### config.mk
export PLATFORM = sky130hd
export DESIGN_NAME = phase_sequencer
export DESIGN_NICKNAME = d
export VERILOG_FILES = /design/src/rtl/phase_sequencer.sv
export SDC_FILE = /design/constraint.sdc
export NUM_CORES = 1
export LEC_CHECK = 0
export CAP_MARGIN = 40
export CORE_MARGIN = 2
export CORE_UTILIZATION = 39
export DETAILED_ROUTE_END_ITERATION = 8
export SLEW_MARGIN = 20
export SYNTH_ARGS = -nofsm -noshare
export SYNTH_HDL_FRONTEND = slang
export SYNTH_SLANG_ARGS = --single-unit
### constraint.sdc
create_clock -name clock -period 2.9 [get_ports clock]
set_input_delay 0.29 -clock clock [delete_from_list [all_inputs] [get_ports clock]]
set_output_delay 0.29 -clock clock [all_outputs]
set_load 0.05 [all_outputs]
### src/rtl/phase_sequencer.sv
// -----------------------------------------------------------------------------
// phase_sequencer
//   Five-phase instruction timing generator for the SIMPLE processor datapath:
//   P1 fetch, P2 decode/register read, P3 execute, P4 memory, P5 writeback.
//   Run/stop comes from the exec pushbutton and single-step from the step
//   pushbutton. The sequencer halts on an HLT instruction, waits on memory
//   stalls in P1/P4, and counts retired instructions.
//
// Ports
//   clock        in   system clock, rising edge
//   reset        in   asynchronous active-high reset
//   exec         in   run/stop pushbutton (asynchronous level)
//   step         in   single-step pushbutton (asynchronous level)
//   halt_req     in   current instruction is HLT (looked at in P5 only)
//   stall        in   memory wait (honoured in P1 and P4 only)
//   phase        out  binary phase index 0..4 = P1..P5, 0 while halted
//   phase_bus    out  one-hot phase strobe, 0 while halted
//   reset_ps     out  datapath reset, released on the first edge after reset
//   running      out  high whenever a phase strobe is active
//   instr_count  out  number of completed P5 phases (wraps)
// -----------------------------------------------------------------------------
module phase_sequencer #(
  parameter int NPHASE = 5,   // only 5 is supported
  parameter int CNT_W  = 16
) (
  input  logic             clock,
  input  logic             reset,
  input  logic             exec,
  input  logic             step,
  input  logic             halt_req,
  input  logic             stall,
  output logic [3:0]       phase,
  output logic [4:0]       phase_bus,
  output logic             reset_ps,
  output logic             running,
  output logic [CNT_W-1:0] instr_count
);

  typedef enum logic [1:0] {
    S_HALT = 2'd0,
    S_RUN  = 2'd1,
    S_STEP = 2'd2
  } state_e;

  localparam logic [3:0] PH_P1 = 4'd0;
  localparam logic [3:0] PH_P4 = 4'd3;
  localparam logic [3:0] PH_P5 = 4'(NPHASE - 1);

  state_e           state_q, state_d;
  logic [3:0]       phase_q, phase_d;
  logic [4:0]       bus_q, bus_d;
  logic             running_q, running_d;
  logic             stop_pend_q, stop_pend_d;
  logic             reset_ps_q, reset_ps_d;
  logic [CNT_W-1:0] cnt_q, cnt_d;

  // Button conditioning: bit0/bit1 form the two-flop synchroniser, bit2 is a
  // delayed copy of bit1 so a held button produces a single one-cycle pulse.
  logic [2:0] exec_sh_q, exec_sh_d;
  logic [2:0] step_sh_q, step_sh_d;
  logic       exec_pulse, step_pulse;

  assign exec_sh_d  = {exec_sh_q[1:0], exec};
  assign step_sh_d  = {step_sh_q[1:0], step};
  assign exec_pulse = exec_sh_q[1] & ~exec_sh_q[2];
  assign step_pulse = step_sh_q[1] & ~step_sh_q[2];

  always_comb begin
    // NOTE: every variable assigned here gets a default first, so no path can
    // leave a value unassigned and infer a latch.
    state_d     = state_q;
    phase_d     = phase_q;
    stop_pend_d = stop_pend_q;
    cnt_d       = cnt_q;
    reset_ps_d  = 1'b0;

    case (state_q)
      S_HALT: begin
        // exec has priority when both buttons pulse in the same cycle.
        if (exec_pulse) begin
          state_d = S_RUN;
          phase_d = PH_P1;
        end else if (step_pulse) begin
          state_d = S_STEP;
          phase_d = PH_P1;
        end
      end

      default: begin
        // A stop request is only remembered; the instruction always finishes.
        if (state_q == S_RUN && exec_pulse) begin
          stop_pend_d = 1'b1;
        end

        if (phase_q == PH_P5) begin
          cnt_d   = cnt_q + CNT_W'(1);
          phase_d = PH_P1;
          if (halt_req || stop_pend_q || state_q == S_STEP) begin
            state_d     = S_HALT;
            stop_pend_d = 1'b0;
          end
        end else if ((phase_q == PH_P1 || phase_q == PH_P4) && stall) begin
          phase_d = phase_q;
        end else if (phase_q > PH_P5) begin
          phase_d = PH_P1;
        end else begin
          phase_d = phase_q + 4'd1;
        end
      end
    endcase

    // Strobe and running flag are derived from the next state so that they
    // are registered alongside phase and change on the same edge.
    bus_d     = (state_d == S_HALT) ? 5'b00000 : (5'b00001 << phase_d);
    running_d = (state_d != S_HALT);
  end

  // NOTE: sequential state uses non-blocking assignments so every flop samples
  // the pre-edge values regardless of statement order.
  always_ff @(posedge clock or posedge reset) begin
    if (reset) begin
      state_q     <= S_HALT;
      phase_q     <= PH_P1;
      bus_q       <= 5'b00000;
      running_q   <= 1'b0;
      stop_pend_q <= 1'b0;
      reset_ps_q  <= 1'b1;
      cnt_q       <= '0;
      exec_sh_q   <= 3'b000;
      step_sh_q   <= 3'b000;
    end else begin
      state_q     <= state_d;
      phase_q     <= (state_d == S_HALT) ? PH_P1 : phase_d;
      bus_q       <= bus_d;
      running_q   <= running_d;
      stop_pend_q <= stop_pend_d;
      reset_ps_q  <= reset_ps_d;
      cnt_q       <= cnt_d;
      exec_sh_q   <= exec_sh_d;
      step_sh_q   <= step_sh_d;
    end
  end

  assign phase       = phase_q;
  assign phase_bus   = bus_q;
  assign running     = running_q;
  assign reset_ps    = reset_ps_q;
  assign instr_count = cnt_q;

endmodule

==> results by group <==
Finish
  • Share of layout cells above drive strength 1: 0.1156
  • Area grow syn2layout: 30.02%
  • Finished Layout Cells: 221
  • Final nets: 182
  • # fillers: 333
  • N_diodes: 0

Synth
  • Syn avg cell area: 11.74 µm²
  • Area leader, netlist: dfrtp_1
  • Mapped Cells: 132
  • Synth Warn #: 0
  • Post-synth top area share: 0.5650
  • Seq/Total Area, Yosys: 0.5819
  • Synth area leaders: dfrtp_1 (56%), xnor2_1 (6.2%), ha_1 (2.4%)
  • Post-synthesis register bit count: 36
  • Netlist cell types: 36
  • Mapped cell area: 0.001550 mm²

STA
  • Max Transition Viols Final: 0
  • Rel. slew slack: 0.5168
  • F_max: 494.3 MHz
  • Worst Hold Margin: 350.1 ps
  • Worst-Margin Slew: 723.9 ps
  • Setup TNS: 0 ps
  • Final hold vios: 0
  • # setup viols final: 0
  • RSZ-0062 raised after global routing: no
  • Crit path time final: 2023 ps
  • Final cycle utilization of the critical path: 0.6977
  • Skew final: 5.420 ps
  • Worst Slack Setup Final: 876.8 ps

Floorplanning
  • Die height: 67.05 µm
  • Die area: 0.004495 mm²
  • Die width: 67.05 µm
  • Starting Density: 0.4141
  • IO Pins: 33
  • Core Area: 0.003744 mm²
  • # rows: 22

Route
  • Routed via count: 1,073
  • Overall routed net length: 2796 µm
  • WL/cell: 12.65 µm
  • DRT iter0 DRCs: 52
  • DRC viols: 0
  • Via density: 4.855
  • Drt pass-1 iters: 4
  • DRT antenna net count: 0

Worst setup path
  • Reg2reg path depth: 7
  • Crit Path Class: reg2reg
  • Reg-to-reg slack, setup: 880 ps
  • Data required time of the worst path: 3070 ps
  • Crit-path max FO: 6
  • CP Launch Type: register
  • CP arrival: 2190 ps
  • Crit path capture type: register

Power and ir drop
  • Tot Pwr: 1.390 mW
  • VDD IR max: 0.3046 mV
  • Leak: 0.9109 nW
  • PwrDens: 689.6 mW/mm²

Placed design
  • Post-place setup slack: 896.8 ps
  • Placed Cells: 214
  • GP Congestion: 0.7715
  • Post-DP HPWL: 2137 µm
  • IO Port Bufs: 32

Clock network
  • Post-CTS Resized: 0
  • Maximum clock path buffer count: 2
  • Clock Root Buffer: clkbuf_8
  • TritonCTS clock tree: done
  • CTS buffer count: 5
  • H-Tree Depth: 2
  • Setup Fix Bufs, Post-CTS: 0
  • CTS clk-pin slew, worst paths: 70 ps
  • # clock sinks: 36
  • Clk Latency, worst-skew pair: 280 ps
  • Hold-fix buffer count after cts: 0

GRT
  • Initial antenna violation count: 0
  • Largest net degree at the start of global routing: 21
  • First-pass GRT wire length: 4816 µm
  • GRT Util Overall: 0.1441
  • Vias in the first global route: 1,043
  • Total gr overflow: 0

Status
  • Status: completed

Hold path
  • Worst Hold Path Cells: 0
  • Hold crit path type: reg2reg

Flow run
  • # Max-Cap Violations: 0
logic make-up (layout without fill, tap and decap cells):
logic type,after synthesis,count (layout),synth area share
simple gates,51,51,0.1945
flops,36,36,0.5819
compound gates,16,16,0.07425
xor+xnor,15,15,0.08474
buf+inv,8,48,0.02422
fa+ha+maj,3,3,0.02422
mux,2,2,0.01372
other cells,1,2,0.002419
stage by stage:
stage                     utilization  cell area, µm²
final                          0.5384            2016
after global routing           0.5384            2016
after CTS                      0.5384            2016
after detailed placement       0.5177            1938
after global placement         0.5177            1938
after floorplan                     -            1554
sequential cells by signal (all words and copies together), names as in the netlist:
| signal | flops |
|---|---|
| instr_count | 16 |
| phase | 4 |
| state_q | 2 |
| exec_sh_q | 3 |
| phase_bus | 5 |
| stop_pend_q | 1 |
| reset_ps | 1 |
| step_sh_q | 3 |
| running | 1 |
power by group:
group / switching (mW) / internal (mW) / leakage [nW]
combinational: 0.293 / 0.169 / 0.409
clock: 0.156 / 0.163 / 0.0410
sequential: 0.0470 / 0.562 / 0.461
total: 0.496 / 0.894 / 0.911
layout by cell type (no fill, tap or decap), drive strengths merged:
master / n
dfrtp: 35
clkdlybuf4s50: 32
xnor2: 11
nor2: 10
nand2: 8
inv: 7
o21ai: 6
nand3: 6
clkbuf: 6
and3: 6
nor3: 5
xor2: 4
nand4: 4
ha: 3
or3: 2
nor2b: 2
o21a: 2
o311ai: 2
conb: 2
buf: 2
nand3b: 2
and2: 1
or2: 1
nand2b: 1
a21o: 1
a32o: 1
and4b: 1
a22o: 1
o31a: 1
nor4: 1
a311oi: 1
nor3b: 1
a21oi: 1
mux2: 1
mux2i: 1
clkinv: 1
dfstp: 1
final cells by class:
class,instances,area (µm²),area share
flip-flops and latches,36,902.1,0.4475
multi-input cells,89,614.3,0.3048
repair buffers,34,335.3,0.1664
clock buffers,6,72.57,0.03600
well taps,48,60.06,0.02980
inverters,7,26.28,0.01304
clock inverters,1,5.005,0.002483
worst max-delay path, stage by stage (launching register included):
cell and delay, ps:
dfrtp_1 420, inv_1 70, ha_1 250, o21a_1 240, o21a_1 190, o311ai_1 330
nand2_1 190, and3_2 230
path summary, 6_finish.rpt:
path	start	end
min in group asynchronous	reset	instr_count[14]
setup reg to reg	phase[0]	phase_bus[4]
hold reg to reg	exec_sh_q[0]	exec_sh_q[1]
hold / removal	exec_sh_q[0]	exec_sh_q[1]
setup / recovery	phase[0]	phase_bus[4]
max in group asynchronous	reset	reset_ps
synth_stat cells, drive strengths merged:
cell type	count
buf	1
o311ai	2
or3	2
a311oi	1
or2	1
a22o	1
a21o	1
a32o	1
dfstp	1
nor2b	2
nand2	8
nand3b	2
nor3	5
nand4	4
mux2	1
conb	1
xnor2	11
dfrtp	35
and4b	1
a21oi	1
mux2i	1
o31a	1
nor4	1
nand2b	1
xor2	4
and3	6
and2	1
ha	3
o21ai	6
o21a	2
inv	7
nor3b	1
nor2	10
nand3	6
per-layer routing:
metal | up-vias | wire length, µm | track usage
met5 | - | 0 | 0
met4 | 0 | 27 | 0.05612
met3 | 4 | 159 | 0.05068
met2 | 30 | 1268 | 0.2129
met1 | 503 | 1341 | 0.1928
li1 | 536 | - | -
(Power assumes the default switching activity.)
